--- config.mk ---
export PLATFORM = sky130hd
export DESIGN_NAME = dc_pred_stream
export DESIGN_NICKNAME = d
export VERILOG_FILES = /design/src/rtl/dc_pred_stream.sv
export SDC_FILE = /design/constraint.sdc
export NUM_CORES = 1
export LEC_CHECK = 0
export BUFFER_PORTS_ARGS = -buffer_cell sky130_fd_sc_hd__buf_2
export CAP_MARGIN = 30
export CORE_UTILIZATION = 39
export DETAILED_ROUTE_END_ITERATION = 12
export PLACE_DENSITY = 0.61
export SLEW_MARGIN = 20
export SYNTH_ARGS = -nofsm -noshare
export SYNTH_HDL_FRONTEND = slang
export SYNTH_SLANG_ARGS = --single-unit
--- constraint.sdc ---
create_clock -name clk -period 5.7 [get_ports clk]
set_input_delay 0.57 -clock clk [delete_from_list [all_inputs] [get_ports clk]]
set_output_delay 0.57 -clock clk [all_outputs]
set_load 0.02 [all_outputs]
--- src/rtl/dc_pred_stream.sv ---
// DC intra predictor for NUM_CH planes: captures top/left edges, sums LANES samples
// per edge per cycle, rounds by edge availability, then streams dc-filled rows.
//
// state    | meaning
// ---------+-------------------------------------------------------------
// ST_IDLE  | waiting for start; edges and mode captured on accept
// ST_ACC   | K = BLOCK_SIZE/LANES cycles summing available edge samples
// ST_ROUND | one cycle: normalise sums into dc_out per channel
// ST_OUT   | rows presented over valid/ready; done pulses after last row
module dc_pred_stream #(
  parameter int BIT_WIDTH  = 8,
  parameter int BLOCK_SIZE = 8,
  parameter int NUM_CH     = 2,
  parameter int LANES      = 2,
  parameter int BLOCK_NUM  = 10
) (
  input  logic                                    clk,
  input  logic                                    rst_n,
  input  logic                                    start,
  input  logic                                    force_none,
  input  logic [BLOCK_NUM-1:0]                    x,
  input  logic [BLOCK_NUM-1:0]                    y,
  input  logic [NUM_CH*BLOCK_SIZE*BIT_WIDTH-1:0]  top,
  input  logic [NUM_CH*BLOCK_SIZE*BIT_WIDTH-1:0]  left,
  output logic                                    busy,
  output logic [NUM_CH*BIT_WIDTH-1:0]             dc_out,
  output logic                                    row_valid,
  input  logic                                    row_ready,
  output logic [$clog2(BLOCK_SIZE)-1:0]           row_idx,
  output logic [NUM_CH*BLOCK_SIZE*BIT_WIDTH-1:0]  row_data,
  output logic                                    done
);

  localparam int S      = $clog2(BLOCK_SIZE);
  localparam int K      = BLOCK_SIZE / LANES;
  localparam int KW     = (K > 1) ? $clog2(K) : 1;
  localparam int ACC_W  = BIT_WIDTH + S + 1;
  localparam int EDGE_W = NUM_CH * BLOCK_SIZE * BIT_WIDTH;

  localparam logic [1:0] ST_IDLE  = 2'd0;
  localparam logic [1:0] ST_ACC   = 2'd1;
  localparam logic [1:0] ST_ROUND = 2'd2;
  localparam logic [1:0] ST_OUT   = 2'd3;

  localparam logic [KW-1:0]        K_LAST   = KW'(K - 1);
  localparam logic [KW-1:0]        K_ONE    = KW'(1);
  localparam logic [S-1:0]         ROW_LAST = S'(BLOCK_SIZE - 1);
  localparam logic [S-1:0]         ROW_ONE  = S'(1);
  localparam logic [BIT_WIDTH-1:0] DC_MID   = {1'b1, {(BIT_WIDTH-1){1'b0}}};

  logic [1:0]                            state_q, state_d;
  logic [EDGE_W-1:0]                     top_q, top_d;
  logic [EDGE_W-1:0]                     left_q, left_d;
  logic                                  use_top_q, use_top_d;
  logic                                  use_left_q, use_left_d;
  logic [NUM_CH-1:0][ACC_W-1:0]          acc_q, acc_d;
  logic [KW-1:0]                         k_q, k_d;
  logic [NUM_CH-1:0][BIT_WIDTH-1:0]      dc_q, dc_d;
  logic [S-1:0]                          row_idx_q, row_idx_d;
  logic                                  row_valid_q, row_valid_d;
  logic                                  done_q, done_d;

  logic [NUM_CH-1:0][ACC_W-1:0]          lane_sum;
  logic [NUM_CH-1:0][BIT_WIDTH-1:0]      dc_calc;
  logic                                  avail_top, avail_left;

  // Unavailable edges simply contribute nothing to the per-cycle lane sum.
  always_comb begin
    lane_sum = '0;
    for (int c = 0; c < NUM_CH; c++) begin
      for (int l = 0; l < LANES; l++) begin
        if (use_top_q)
          lane_sum[c] = lane_sum[c] + ACC_W'(top_q[(c*BLOCK_SIZE + int'(k_q)*LANES + l)*BIT_WIDTH +: BIT_WIDTH]);
        if (use_left_q)
          lane_sum[c] = lane_sum[c] + ACC_W'(left_q[(c*BLOCK_SIZE + int'(k_q)*LANES + l)*BIT_WIDTH +: BIT_WIDTH]);
      end
    end
  end

  always_comb begin
    dc_calc = '0;
    for (int c = 0; c < NUM_CH; c++) begin
      case ({use_top_q, use_left_q})
        2'b11:        dc_calc[c] = BIT_WIDTH'((acc_q[c] + ACC_W'(BLOCK_SIZE)) >> (S + 1));
        2'b10, 2'b01: dc_calc[c] = BIT_WIDTH'((acc_q[c] + ACC_W'(BLOCK_SIZE / 2)) >> S);
        default:      dc_calc[c] = DC_MID;
      endcase
    end
  end

  assign avail_top  = !force_none && (y != '0);
  assign avail_left = !force_none && (x != '0);

  always_comb begin
    state_d     = state_q;
    top_d       = top_q;
    left_d      = left_q;
    use_top_d   = use_top_q;
    use_left_d  = use_left_q;
    acc_d       = acc_q;
    k_d         = k_q;
    dc_d        = dc_q;
    row_idx_d   = row_idx_q;
    row_valid_d = row_valid_q;
    done_d      = 1'b0;
    case (state_q)
      ST_IDLE: begin
        if (start) begin
          top_d      = top;
          left_d     = left;
          use_top_d  = avail_top;
          use_left_d = avail_left;
          acc_d      = '0;
          k_d        = '0;
          state_d    = (avail_top || avail_left) ? ST_ACC : ST_ROUND;
        end
      end
      ST_ACC: begin
        for (int c = 0; c < NUM_CH; c++)
          acc_d[c] = acc_q[c] + lane_sum[c];
        k_d = k_q + K_ONE;
        if (k_q == K_LAST)
          state_d = ST_ROUND;
      end
      ST_ROUND: begin
        dc_d        = dc_calc;
        row_idx_d   = '0;
        row_valid_d = 1'b1;
        state_d     = ST_OUT;
      end
      ST_OUT: begin
        if (row_ready) begin
          if (row_idx_q == ROW_LAST) begin
            row_valid_d = 1'b0;
            row_idx_d   = '0;
            done_d      = 1'b1;
            state_d     = ST_IDLE;
          end else begin
            row_idx_d = row_idx_q + ROW_ONE;
          end
        end
      end
      default: state_d = ST_IDLE;
    endcase
  end

  always_ff @(posedge clk or negedge rst_n) begin
    if (!rst_n) begin
      state_q     <= ST_IDLE;
      top_q       <= '0;
      left_q      <= '0;
      use_top_q   <= 1'b0;
      use_left_q  <= 1'b0;
      acc_q       <= '0;
      k_q         <= '0;
      dc_q        <= '0;
      row_idx_q   <= '0;
      row_valid_q <= 1'b0;
      done_q      <= 1'b0;
    end else begin
      state_q     <= state_d;
      top_q       <= top_d;
      left_q      <= left_d;
      use_top_q   <= use_top_d;
      use_left_q  <= use_left_d;
      acc_q       <= acc_d;
      k_q         <= k_d;
      dc_q        <= dc_d;
      row_idx_q   <= row_idx_d;
      row_valid_q <= row_valid_d;
      done_q      <= done_d;
    end
  end

  // Row data is only driven while a row is offered, so it reads zero after reset.
  always_comb begin
    row_data = '0;
    for (int c = 0; c < NUM_CH; c++)
      for (int i = 0; i < BLOCK_SIZE; i++)
        row_data[(c*BLOCK_SIZE + i)*BIT_WIDTH +: BIT_WIDTH] = row_valid_q ? dc_q[c] : '0;
  end

  assign busy      = (state_q != ST_IDLE);
  assign dc_out    = dc_q;
  assign row_valid = row_valid_q;
  assign row_idx   = row_idx_q;
  assign done      = done_q;

endmodule
==> results.toml, run 1 <==
[sta]
rsz0062_at_grt = "true"
finClkSkew_ns = 0.02823
whs_ns = 0.07481
slew-limit-headroom_pct = 32.80
finalHoldViolCount = 0
timing.final.crit_share_pct = 99.74
fmax_mhz = 175.9
setup_viol = 0
finalMaxSlewViolations = 0
layout_min_cycle_time_ns = 5.685
finalWorstSetupSlack_ns = 0.01471
finalSetupTns_ns = 0
tightest_slew_ns = 1.008

[worst_setup_path]
cp_slowest_cell = "dfrtp_4"
arrival_ns = 6.09
worstReg2RegEnd = "acc_q[23]$_DFFE_PN0P_"
path_class = "reg -> reg"
r2r_start = "k_q[0]$_DFFE_PN0P_"
reg2reg_slack_ns = 0.01
worstRegToRegCells = 28
crit_fanout = 6
startpoint_type = "flop"
end_kind = "flop"
required_ns = 6.11
max_stage_delay_ns = 0.53

[die]
die_y_um = 218.8
rows = 79
ios = 431
die_area_mm2 = 0.04788
die_x_um = 218.8
start_util_pct = 39.46
core_area_mm2 = 0.04646

[global_route]
grt_pass1_wl_um = 75140
grt_pass1_vias = 13650
grt-ovfl-total = 0
track_usage_pct = 20.27
antenna_found_initial = 17
grt_max_degree = 182

[finish]
final_util_pct = 50.13
stdcell_area_mm2 = 0.02329
fin_nets = 2363
layout_common_cells = "429 x buf_2, 305 x dfrtp_1, 266 x mux2_2"
final_common_cell = "buf_2"
fin_cells = 2630
n_fill_cell = 4165
post_route_cells_drive_above_1_share_pct = 54.76
areaGrowthSynthToFinish_pct = 27.03

[run]
drv_cap = 0

[synth]
yosysUniqueCellTypes = 66
async_reset_ff_share_pct = 100.0
ys_ff_latch = 307
seq_area_frac_synth_pct = 41.90
avgSynthCellArea_um2 = 11.85
synth_flop_cell = "dfrtp_1"
synth_cells = 1547
synth_area_mm2 = 0.01833
synth_edf_count = 0
syn-num-nets = 1918
ys_warn_count = 0

[drt]
routedWlPerCell_um = 18.81
viasPerCell = 5.108
first_pass_iters = 5
postRouteAntennaNets = 0
routed_wl_um = 49460
drc_errors = 0
vias = 13430
initialDrtViolationCount = 550

[placed_design]
place_hpwl_um = 37020
placed_area_mm2 = 0.02118
place.gp.congestion = 0.8672
post-place-cells = 2533
port-buffer-count = 430
dp_slack_ns = -0.3096

[clocking]
clock-root-buffer = "clkbuf_16"
clkLatencyLatePin_ns = 0.55
clock_path_buffers = 3
cts_buffers = 36
cts_sinks = 307
htree_levels = 2
path_clk_slew_ns = 0.06
tritoncts = "done"

[pwr]
peakVddDrop_mv = 0.4160
power.density_mw_per_mm2 = 820.0
static-leakage-power_nw = 10.85
fin_total_pwr_mw = 19.10

[outcome]
status = "finished clean"

[worst_hold_path]
hold_path_class = "in -> async"
## cell usage after synthesis, types with 3 or more instances
library cell / instances / area [µm²]
dfrtp_1: 307 / 7682
mux2_2: 267 / 3007
buf_4: 116 / 870.8
nand2_1: 86 / 322.8
ha_1: 82 / 1026
o21ai_0: 66 / 330.3
mux4_2: 62 / 1396
a21oi_1: 46 / 230.2
inv_1: 41 / 153.9
nor2_1: 41 / 153.9
buf_2: 34 / 170.2
and2_1: 30 / 187.7
clkbuf_1: 28 / 105.1
xnor2_1: 28 / 245.2
xor2_1: 27 / 236.5
nand2b_1: 26 / 162.7
nand3_1: 23 / 115.1
a21o_1: 20 / 150.1
o21ai_1: 19 / 95.09
mux2i_1: 17 / 170.2
o21a_1: 15 / 112.6
o2bb2ai_1: 14 / 122.6
a211oi_1: 13 / 97.59
nor2b_1: 13 / 81.33
o211ai_1: 10 / 75.07
a22o_1: 9 / 78.83
nor3_1: 9 / 45.04
fa_1: 8 / 160.2
and3_1: 6 / 37.54
a21bo_1: 5 / 50.05
a31oi_1: 5 / 31.28
o21bai_1: 5 / 37.54
o31ai_1: 5 / 37.54
a21boi_0: 4 / 30.03
a311oi_1: 4 / 35.03
buf_1: 4 / 15.01
nor3b_1: 4 / 30.03
nor4_1: 4 / 25.02
o22ai_1: 4 / 25.02
a211o_1: 3 / 26.28
nand4_1: 3 / 18.77
or3_1: 3 / 18.77
## report_power, final
part | internal [mW] | total (mW) | switching [mW] | leakage, nW
registers | 3.24 | 3.89 | 0.648 | 3.69
logic | 6.71 | 12.9 | 6.21 | 6.58
clock network | 1.35 | 2.29 | 0.936 | 0.587
## how the worst max path moves through the flow
stage | startpoint | endpoint | slack (ns) | depth (start not counted)
after global routing | k_q[0]$_DFFE_PN0P_ | acc_q[21]$_DFFE_PN0P_ | -0.24 | 27
final | k_q[0]$_DFFE_PN0P_ | acc_q[23]$_DFFE_PN0P_ | 0.01 | 28
after floorplan | k_q[0]$_DFFE_PN0P_ | acc_q[11]$_DFFE_PN0P_ | 0.009 | 28
after global placement | k_q[0]$_DFFE_PN0P_ | acc_q[21]$_DFFE_PN0P_ | -0.12 | 28
after detailed placement | k_q[0]$_DFFE_PN0P_ | acc_q[11]$_DFFE_PN0P_ | -0.31 | 28
after CTS | k_q[0]$_DFFE_PN0P_ | acc_q[11]$_DFFE_PN0P_ | -0.009 | 29
## what timing repair did
action,4_1_cts,5_1_grt
hold buffers,0,0
setup buffers,16,13
pin swaps,28,62
setup endpoints to repair,8,12
resized for setup,52,93
## cells by family after synthesis
kind of cell,count (synthesis),share of synthesized area (%)
xor+xnor,55,2.627
simple gates,255,6.866
fa+ha+maj,90,6.470
mux,346,24.94
buf+inv,225,7.254
compound gates,269,9.937
flops,307,41.90
## worst max-delay path, delay by kind of cell, from the launching register on
family / cells / cell delay, ns
compound gates: 12 / 1.64
xor+xnor: 2 / 0.20
fa+ha+maj: 4 / 1.15
buf+inv: 3 / 0.43
flops: 1 / 0.53
mux: 3 / 0.90
simple gates: 4 / 0.72
## flip-flops by register name, summed over array words and instances (netlist names)
name / flops
dc_out: 16
use_top_q: 1
left_q: 128
top_q: 128
acc_q: 24
row_valid: 1
k_q: 2
use_left_q: 1
state_q: 2
row_idx: 3
done: 1
## area by class of cell
class	count	area, µm²	share of cell area (%)
inverter	42	157.7	0.6769
sequential	307	7690	33.02
clock buffer	49	1060	4.551
tap	607	759.5	3.261
clock inverter	13	118.9	0.5104
antenna	7	17.52	0.07522
multi-input combinational	1015	10000	42.94
timing repair buffer	590	3485	14.96
## layer usage
metal,wire [µm],GRT usage [%],up-vias,share of wire (%)
met2,24600,34.59,399,50
met3,2972,5.059,79,6.0
met4,912,4.606,20,1.8
met5,121,0,-,0.24
met1,20860,25.76,6535,42
li1,-,-,6401,-
Note: power is estimated with default switching activity, not from simulation.
==> run 2, diff against run 1 <==
--- a/config.mk
+++ b/config.mk
@@ -9,7 +9,8 @@
 export CAP_MARGIN = 30
 export CORE_UTILIZATION = 39
 export DETAILED_ROUTE_END_ITERATION = 12
-export PLACE_DENSITY = 0.61
+export GPL_ROUTABILITY_DRIVEN = 1
+export PLACE_DENSITY = 0.59
 export SLEW_MARGIN = 20
 export SYNTH_ARGS = -nofsm -noshare
 export SYNTH_HDL_FRONTEND = slang
==> constraint.sdc (replaced) <==
create_clock -name clk -period 6 [get_ports clk]
set_input_delay 0.6 -clock clk [delete_from_list [all_inputs] [get_ports clk]]
set_output_delay 0.6 -clock clk [all_outputs]
set_load 0.02 [all_outputs]
==> results.toml, run 2 (same netlist as run 1, synthesis figures left out) <==
[outcome]
status = "finished clean"

[clocking]
path_clk_slew_ns = 0.06
tritoncts = "done"
htree_levels = 2
clock_path_buffers = 3
clock-root-buffer = "clkbuf_16"
cts_sinks = 307
clkLatencyLatePin_ns = 0.55
cts_hold_buf = 0
cts_buffers = 36

[finish]
post_route_cells_drive_above_1_share_pct = 51.99
final_common_cell = "buf_2"
layout_common_cells = "429 x buf_2, 305 x dfrtp_1, 267 x mux2_2"
fin_nets = 2301
reg_top3 = "left_q (128), top_q (128), acc_q (24)"
areaGrowthSynthToFinish_pct = 23.41

[placed_design]
dp_slack_ns = -0.1153
place_hpwl_um = 36060
place.gp.congestion = 0.8670
port-buffer-count = 430

[global_route]
track_usage_pct = 19.65
grt_pass1_wl_um = 72820
grt_max_degree = 144
grt-ovfl-total = 0
antenna_found_initial = 16
grt_pass1_vias = 13180

[drt]
initialDrtViolationCount = 451
first_pass_iters = 5
wl_met3_um = 2755
met1_length_um = 20980
vias = 13310
routed_wl_um = 48240
routedWlPerCell_um = 18.77
drc_errors = 0
route.met2.wl_um = 23340
highest_layer = "met5"
postRouteAntennaNets = 0
viasPerCell = 5.178

[worst_setup_path]
arrival_ns = 6.22
max_stage_delay_ns = 0.55
crit_family = "compound AO/OA/AOI/OAI gates"
startpoint_type = "flop"
path_class = "reg -> reg"
cp_num_buf_inv = 4
required_ns = 6.39
crit_fanout = 8
end_kind = "flop"
cp_slowest_cell = "dfrtp_4"

[sta]
layout_min_cycle_time_ns = 5.837
rsz0062_at_grt = "true"
finalMaxSlewViolations = 0
finalWorstSetupSlack_ns = 0.1626
fmax_mhz = 171.3
tightest_slew_ns = 0.9293
whs_ns = 0.1211
finalHoldViolCount = 0
finClkSkew_ns = 0.02246
setup_viol = 0
timing.final.crit_share_pct = 97.29
slew-limit-headroom_pct = 37.48

[die]
rows = 79
die_area_mm2 = 0.04788
start_util_pct = 39.46
ios = 431
core_area_mm2 = 0.04646
die_y_um = 218.8
die_x_um = 218.8

[pwr]
power.density_mw_per_mm2 = 756.5
fin_total_pwr_mw = 17.12
peakVddDrop_mv = 0.3360
static-leakage-power_nw = 10.52

[worst_hold_path]
hold_path_class = "in -> async"

[run]
drv_cap = 0
## run 2: path summary, 6_finish.rpt
path,start,to,slack [ns],cells past startpoint
worst max-delay path,k_q[0]$_DFFE_PN0P_,acc_q[9]$_DFFE_PN0P_,0.16,28
worst min-delay path,rst_n,top_q[44]$_DFFE_PN0P_,0.12,1
worst max register to register,k_q[0]$_DFFE_PN0P_,acc_q[9]$_DFFE_PN0P_,0.16,28
worst min register to register,left_q[109]$_DFFE_PN0P_,left_q[109]$_DFFE_PN0P_,0.50,1
max in group asynchronous,rst_n,k_q[0]$_DFFE_PN0P_,4.51,2
min in group clk,left[12],left_q[12]$_DFFE_PN0P_,0.28,2
## run 2: layout make-up
class / instances / area (µm²)
antenna: 7 / 17.52
multi-input combinational: 1015 / 9873
inverter: 42 / 157.7
clock buffer: 49 / 999.7
clock inverter: 15 / 142.6
tap: 607 / 759.5
timing repair buffer: 528 / 2987
fill: 4198 / 23830
sequential: 307 / 7690
## run 2: stage by stage
stage | cells | cell area (µm²) | TNS [ns] | utilization [%]
final | 2570 | 22630 | 0 | 48.70
after global routing | 2566 | 22620 | -0.2845 | 48.68
after CTS | 2528 | 21790 | 0 | 46.91
after detailed placement | 2457 | 20570 | -0.2237 | 44.27
after global placement | 2456 | 20550 | 0 | 44.24
after floorplan | 1547 | 18330 | 0 | -
## run 2: per-layer routing
layer / vias to the layer above / track usage [%]
li1: 6277 / -
met1: 6551 / 25.60
met2: 400 / 32.42
met3: 68 / 4.671
met4: 12 / 5.718
met5: - / 0
## run 2: power breakdown
group          switching [mW]  leakage [nW]  internal [mW]  total (mW)
clock network           0.892         0.568           1.26        2.15
registers               0.612          3.69           3.08        3.69
logic                    5.61          6.27           5.67        11.3
## run 2: repair_timing
item | CTS | global route
endpoints found under the setup margin | 5 | 11
cloned | 0 | 0
pin swaps | 6 | 52
gates resized for setup | 7 | 110
setup buffers | 7 | 34
